--- src/rtl/int_fsm_if.sv ---
// Interrupt-entry sequencer bus: request/interlock inputs and the injected
// instruction stream with its fetch-control strobes.
interface int_fsm_if;
  logic        intr;
  logic        rti_busy;
  logic [15:0] out;
  logic        stall;
  logic        vec_load;
  logic        busy;

  modport master (output intr, rti_busy, input out, stall, vec_load, busy);
  modport slave  (input intr, rti_busy, output out, stall, vec_load, busy);
endinterface

--- src/rtl/int_fsm.sv ---
// Interrupt-entry sequencer: injects PUSH CCR / PC_LOW / PC_HIGH, pulses vector load,
// then drains with NOPs. Define INT_PENDING_LATCH_EN to hold one deferred request.
module int_fsm #(
  parameter logic [15:0] PUSH_CCR_OP     = 16'hFFFE,
  parameter logic [15:0] PUSH_PC_LOW_OP  = 16'b0101000010001000,
  parameter logic [15:0] PUSH_PC_HIGH_OP = 16'b0101000010001001,
  parameter int unsigned NOP_CYCLES      = 4
) (
  input  logic     clk,
  input  logic     reset,
  int_fsm_if.slave bus
);

`ifdef INT_PENDING_LATCH_EN
  localparam bit LATCH_EN = 1'b1;
`else
  localparam bit LATCH_EN = 1'b0;
`endif

  localparam logic [3:0] NOP_LOAD = 4'(NOP_CYCLES - 1);

  typedef enum logic [2:0] {
    S_IDLE, S_PUSH_CCR, S_PUSH_PC_LOW, S_PUSH_PC_HIGH, S_VEC, S_NOP
  } state_e;

  state_e      state_q, state_d;
  logic        intr_q, intr_qq;
  logic [3:0]  nop_cnt_q, nop_cnt_d;
  logic        pending_q, pending_d;
  logic [15:0] out_q, out_d;
  logic        stall_q, stall_d;
  logic        vec_q, vec_d;
  logic        req;

  // intr is registered before edge detection, so an edge captured at clock N
  // starts the sequence at clock N+1.
  assign req = intr_q & ~intr_qq;

  always_ff @(posedge clk) begin
    if (!reset) begin
      state_q   <= S_IDLE;
      intr_q    <= 1'b0;
      intr_qq   <= 1'b0;
      nop_cnt_q <= '0;
      pending_q <= 1'b0;
      out_q     <= '0;
      stall_q   <= 1'b0;
      vec_q     <= 1'b0;
    end else begin
      state_q   <= state_d;
      intr_q    <= bus.intr;
      intr_qq   <= intr_q;
      nop_cnt_q <= nop_cnt_d;
      pending_q <= pending_d;
      out_q     <= out_d;
      stall_q   <= stall_d;
      vec_q     <= vec_d;
    end
  end

  always_comb begin
    state_d   = state_q;
    nop_cnt_d = nop_cnt_q;
    // Any request not consumed below is remembered (merged with an existing one).
    pending_d = LATCH_EN & (pending_q | req);
    case (state_q)
      S_IDLE: begin
        if ((req | pending_q) & ~bus.rti_busy) begin
          state_d   = S_PUSH_CCR;
          pending_d = 1'b0;
        end
      end
      S_PUSH_CCR:     state_d = S_PUSH_PC_LOW;
      S_PUSH_PC_LOW:  state_d = S_PUSH_PC_HIGH;
      S_PUSH_PC_HIGH: state_d = S_VEC;
      S_VEC: begin
        state_d   = S_NOP;
        nop_cnt_d = NOP_LOAD;
      end
      S_NOP: begin
        if (nop_cnt_q == 4'd0) begin
          if (LATCH_EN & (req | pending_q)) begin
            state_d   = S_PUSH_CCR;
            pending_d = 1'b0;
          end else begin
            state_d = S_IDLE;
          end
        end else begin
          nop_cnt_d = nop_cnt_q - 4'd1;
        end
      end
      default: state_d = S_IDLE;
    endcase

    // Outputs decode the upcoming state so they appear on the edge that enters it.
    out_d = 16'h0000;
    case (state_d)
      S_PUSH_CCR:     out_d = PUSH_CCR_OP;
      S_PUSH_PC_LOW:  out_d = PUSH_PC_LOW_OP;
      S_PUSH_PC_HIGH: out_d = PUSH_PC_HIGH_OP;
      default:        out_d = 16'h0000;
    endcase
    stall_d = (state_d != S_IDLE);
    vec_d   = (state_d == S_VEC);
  end

  assign bus.out      = out_q;
  assign bus.stall    = stall_q;
  assign bus.busy     = stall_q;
  assign bus.vec_load = vec_q;

endmodule

--- src/flat_wrapper.sv ---
// flat-port wrapper written by rule: the top's interface ports become plain ports
module int_fsm_flat 
#(
  parameter logic [15:0] PUSH_CCR_OP     = 16'hFFFE,
  parameter logic [15:0] PUSH_PC_LOW_OP  = 16'b0101000010001000,
  parameter logic [15:0] PUSH_PC_HIGH_OP = 16'b0101000010001001,
  parameter int unsigned NOP_CYCLES      = 4
)
  (clk, reset, bus_intr, bus_rti_busy, bus_out, bus_stall, bus_vec_load, bus_busy);
  int_fsm_if bus_i ();
  input  logic clk;
  input  logic reset;
  input wire logic [$bits(bus_i.intr)-1:0] bus_intr;
  input wire logic [$bits(bus_i.rti_busy)-1:0] bus_rti_busy;
  output wire logic [$bits(bus_i.out)-1:0] bus_out;
  output wire logic [$bits(bus_i.stall)-1:0] bus_stall;
  output wire logic [$bits(bus_i.vec_load)-1:0] bus_vec_load;
  output wire logic [$bits(bus_i.busy)-1:0] bus_busy;
  assign bus_i.intr = bus_intr;
  assign bus_i.rti_busy = bus_rti_busy;
  assign bus_out = bus_i.out;
  assign bus_stall = bus_i.stall;
  assign bus_vec_load = bus_i.vec_load;
  assign bus_busy = bus_i.busy;
  int_fsm #(.PUSH_CCR_OP(PUSH_CCR_OP), .PUSH_PC_LOW_OP(PUSH_PC_LOW_OP), .PUSH_PC_HIGH_OP(PUSH_PC_HIGH_OP), .NOP_CYCLES(NOP_CYCLES)) u_core (.clk(clk), .reset(reset), .bus(bus_i));
endmodule
--- config.mk ---
export PLATFORM = sky130hd
export DESIGN_NAME = int_fsm_flat
export DESIGN_NICKNAME = d
export VERILOG_FILES = /design/src/rtl/int_fsm_if.sv /design/src/rtl/int_fsm.sv /design/src/flat_wrapper.sv
export SDC_FILE = /design/constraint.sdc
export NUM_CORES = 1
export LEC_CHECK = 0
export ABC_AREA = 1
export CAP_MARGIN = 10
export CORE_MARGIN = 10
export CORE_UTILIZATION = 39
export DETAILED_ROUTE_END_ITERATION = 12
export PLACE_DENSITY_LB_ADDON = 0.12
export SKIP_LAST_GASP = 1
export SYNTH_ARGS = -nofsm -noshare
export SYNTH_HDL_FRONTEND = slang
export SYNTH_SLANG_ARGS = --single-unit
--- constraint.sdc ---
create_clock -name clk -period 1.2 [get_ports clk]
set_clock_uncertainty 0.1 [all_clocks]
set_input_delay 0.18 -clock clk [delete_from_list [all_inputs] [get_ports clk]]
set_output_delay 0.18 -clock clk [all_outputs]
set_load 0.05 [all_outputs]
# Word-level counts from Yosys, hierarchy flattened
# Index checks and enable logic that the tools add are counted.
# totals
output_inout_bits	19
reg_bits	27
elab_cells	33
input_bits	4
# op_classes
reduce_logical	5
n_mux	6
n_addsub	1
bitwise_logic	4
eq_ne	10
# ops
operator	count
$pmux W16 S3	1
$pmux W3 S6	1
$eq A3 B2 Y1 const B	4
$eq A3 B3 Y1 const B	3
$pmux W4 S2	1
$eq A3 B1 Y1 const B	2
$mux W3	2
$logic_not A4 Y1	1
$mux W4	1
$sub A4 B1 Y4 const B	1
$logic_not A3 Y1	1
$reduce_bool A3 Y1	1
$and A1 B1 Y1	2
$ne A2 B2 Y1 const B	1
$not A1 Y1	2
$reduce_and A2 Y1	1
$reduce_bool A2 Y1	1

# Depth between registers and ports, before layout
# depth
ltp_word	7
mapped_depth	9
ltp_nobuf	9

# Worst setup path after synthesis
# Ideal clock, no wire load.
# synth_path
path_type	register to output
startpoint	reg u_core.bus.out[13] (netlist name)
endpoint	out bus_out[10]
n_path_buf	1
t_arrival_ps	1069
path_stages_with_launch	2
required_ps	920
slack_ps	-149
path_cell_list	dfxtp_1 -> buf_4
# synth_rtl
item	line_no	source
end, declared	flat_wrapper.sv:15	output wire logic [$bits(bus_i.out)-1:0] bus_out;

==> run summary <==
### Outcome
• finished with violations — run status
• setup timing — violated checks

### Critical path
• flip-flop to primary output — category of the critical setup timing path
• 9 — worst-case reg-to-reg path depth
• flip-flop — startpoint types
• -30 ps — Reg2Reg Setup Slack
• u_core.bus.out[13] — startpoint of the worst setup timing path
• 920 ps — data required time of the worst path
• u_core.nop_cnt_q[0] — reg-to-reg startpoint
• primary output — kind of end point of the critical path
• u_core.bus.busy — FF-to-FF End
• 5 — maximum net fanout on the critical path
• 970 ps — worst endpoint data arrival time

### Final layout
• 123 — final cell count without fillers
• 0.00120 sq mm — final non-filler cell area
• 77.1% — layout-stage area growth over the synthesis result
• 0.533 — fraction of layout instances using a drive strength above 1
• 295 sq um — multi-input gate area in the final layout
• 0 — antenna diode count
• sky130_fd_sc_hd__buf_12 — leading cell type in the layout, fill and taps excluded
• 20 x sky130_fd_sc_hd__buf_12, 10 x sky130_fd_sc_hd__nand2_1, 8 x sky130_fd_sc_hd__buf_4, 7 x sky130_fd_sc_hd__dfxtp_1 — top library cells by usage in the layout, fill and taps aside
• 105 — filler instances
• 292 sq um — area taken by flip-flops and latches
• 114 — Final #Nets
• 0.760 — Finished Core Util

### GRT
• 0.0800 — global-route usage over all layers
• 0 — total grt overflow
• 540 — via count of the first global-routing pass
• 12 — maximum number of pins on one net before global-route repair
• 2300 um — wire length of the first global-routing pass
• 0 — initial antenna violation count

### Drt
• 25 — Detailed Route Iter0 Violations
• 4.98 — post-DR vias/cell
• 1700 um — final wirelength
• 0 — number of antenna-violating nets in the routed design
• 0 — # DRC
• 13.8 um — mean routed wirelength per cell
• 613 — detailed-route via count
• 4 — drt first pass iters

### Pwr
• 0.541 nW — leakage power summed over all cells
• 1180 mW/mm^2 — power density relative to cell area
• 0.000803 V — worst voltage drop across the vdd grid
• 931 uW — internal power of the cells
• 0.241 — part of the total power dissipated in the clock network
• 479 uW — switching power
• 0.383 — part of the total power dissipated in combinational logic
• 0.376 — fraction of power consumed by sequential logic
• 0.340 — switching power as a share of total power

### Clock tree
• 280 ps — clock insertion delay at the later pin of the skew report
• 14 — clock sinks
• 90 ps — Reg clk slew, reported paths
• 1 — H-tree levels
• 2 — number of buffers on the longest clock path
• 3 — TritonCTS Buffers
• done — TritonCTS clock tree
• sky130_fd_sc_hd__clkbuf_4 — clock tree root buffer cell

### Synthesis
• 677 sq um — synthesized cell area
• 0 — Yosys Warn Count
• 0 — xor and xnor fraction of the mapped netlist area
• 0.414 — post-synthesis sequential area ratio
• simple AND/OR/NAND/NOR gates — dominant combinational cell family by area after synthesis
• 91 — synthesized netlist net count
• 7.96 sq um — Syn Area/Cell
• 0.0370 — synthesized-area fraction occupied by adder cells
• 85 — Cells after Synth
• 0.0961 — complex-gate fraction of the synthesized area
• 0.238 — simple-gate share of the synthesized area
• 0 — multiplexer fraction of the synthesized cell area
• 17 — count of cell types in the netlist
• 14 — number of synthesized register bits

### Placed design
• 0.00106 sq mm — post-placement cell area
• 0.803 — GPL Wtd Cong
• 1190 um — detailed placer's ending HPWL
• -163 ps — Placement Setup Slack
• 22 — count of input and output buffers
• 115 — total placed cells including tap cells

### Floorplan
• 0.00158 sq mm — Std-Cell Core Area
• 0.00380 sq mm — Die ar.
• 14 — number of placement rows
• 61.7 um — horizontal extent of the die
• 23 — io pins
• 61.7 um — overall die height
• 0.429 — starting utilization of the core area

### Min path
• u_core.intr_q — Endpoint, Worst Hold
• 3 — worst hold path stage count
• input port to flip-flop — worst hold-check path type
• bus_intr — origin of the worst min-delay path

### STA
• 803 MHz — maximum operating frequency
• 0 — max-slew violations
• 0.803 — Slew Limit Headroom
• 0 — hold violation count in the final report
• -45.1 ps — Worst Setup Slack, final
• 1250 ps — time the final worst path needs with I/O delays and setup
• 1.04 — final cycle utilization of the critical path
• 292 ps — slew at the pin closest to its max-slew limit
• true — unrepaired setup endpoints after global routing
• 13 — Final setup violation count

### Job
• 0 — Max-Cap Viols

==> critical path: stages (launching register included) <==
cell and delay (ps):
sky130_fd_sc_hd__dfxtp_4 370, sky130_fd_sc_hd__clkbuf_16 160, sky130_fd_sc_hd__buf_12 150
==> through the flow <==
| stage | total power [mW] | hold slack, ps | setup TNS [ps] |
|---|---|---|---|
| finish | 1.41 | 323 | -423 |
| CTS | 1.39 | 327 | -603 |
| global placement | 1.04 | 312 | -315 |
| floorplan | 0.819 | 173 | 0 |
| global route | 1.46 | 350 | -1150 |
| detailed placement | 1.05 | 315 | -597 |
==> layout make-up <==
| class | instances | share of cell area |
|---|---|---|
| Clock buffer | 4 | 0.0303 |
| Inverter | 10 | 0.0334 |
| Multi-Input combinational cell | 47 | 0.246 |
| Sequential cell | 14 | 0.243 |
| Tap cell | 16 | 0.0167 |
| Timing Repair Buffer | 32 | 0.430 |
==> logic make-up (layout without fill, tap and decap cells) <==
family	Yosys count	after routing
buffers and inverters	24	46
AOI/OAI and AO/OA	13	13
and+or+nand+nor	32	32
DFF	14	14
adders and majority gates	2	2
==> per-layer routing <==
layer | wire [um] | GRT usage | vias to the layer above
li1 | - | - | 298
met1 | 654 | 0.0862 | 276
met2 | 803 | 0.136 | 35
met3 | 212 | 0.0288 | 4
met4 | 27 | 0.0382 | 0
met5 | 0 | 0 | -
==> state kept, by name, indices dropped and copies added (netlist names) <==
name and cells:
u_core.bus.busy 1, u_core.bus.out 3, u_core.bus.vec_load 1, u_core.intr_q 1, u_core.intr_qq 1, u_core.nop_cnt_q 4
u_core.state_q 3
==> power groups by stage <==
stage	Clock (mW)	Sequential (mW)	Combinational [mW]
after floorplan	0	0.565	0.254
after global placement	0	0.535	0.510
after detailed placement	0	0.537	0.515
after CTS	0.342	0.528	0.522
after global routing	0.368	0.535	0.560
final	0.340	0.530	0.540
==> cell usage after synthesis (all sizes together) <==
master | count | area, sq um
nand2 | 17 | 86.3
buf | 14 | 105
nor2 | 8 | 37.5
nor3b | 1 | 7.51
o21ai | 6 | 30.0
a21oi | 7 | 35.0
dfxtp | 14 | 280
nor3 | 3 | 15.0
inv | 10 | 40.0
ha | 2 | 25.0
nand3 | 3 | 15.0
==> how the worst max path moves through the flow <==
| stage | end | cells after the start | slack, ps |
|---|---|---|---|
| 3_3_place_gp | u_core.bus.busy | 6 | -110 |
| 3_5_place_dp | u_core.bus.busy | 6 | -160 |
| 4_1_cts | bus_out[9] | 2 | -50 |
| 5_1_grt | u_core.bus.busy | 9 | -90 |
| 6_report | bus_out[4] | 2 | -50 |
| 2_1_floorplan | u_core.bus.busy | 9 | 9 |
==> what timing repair did <==
item / in CTS / in global routing
hold buffers: 0 / 0
endpoints found under the setup margin: 18 / 24
resized for setup: 9 / 9
pin swaps: 4 / 6
cloned: 0 / 1
buffers inserted: 1 / 2
(Power assumes the default switching activity.)
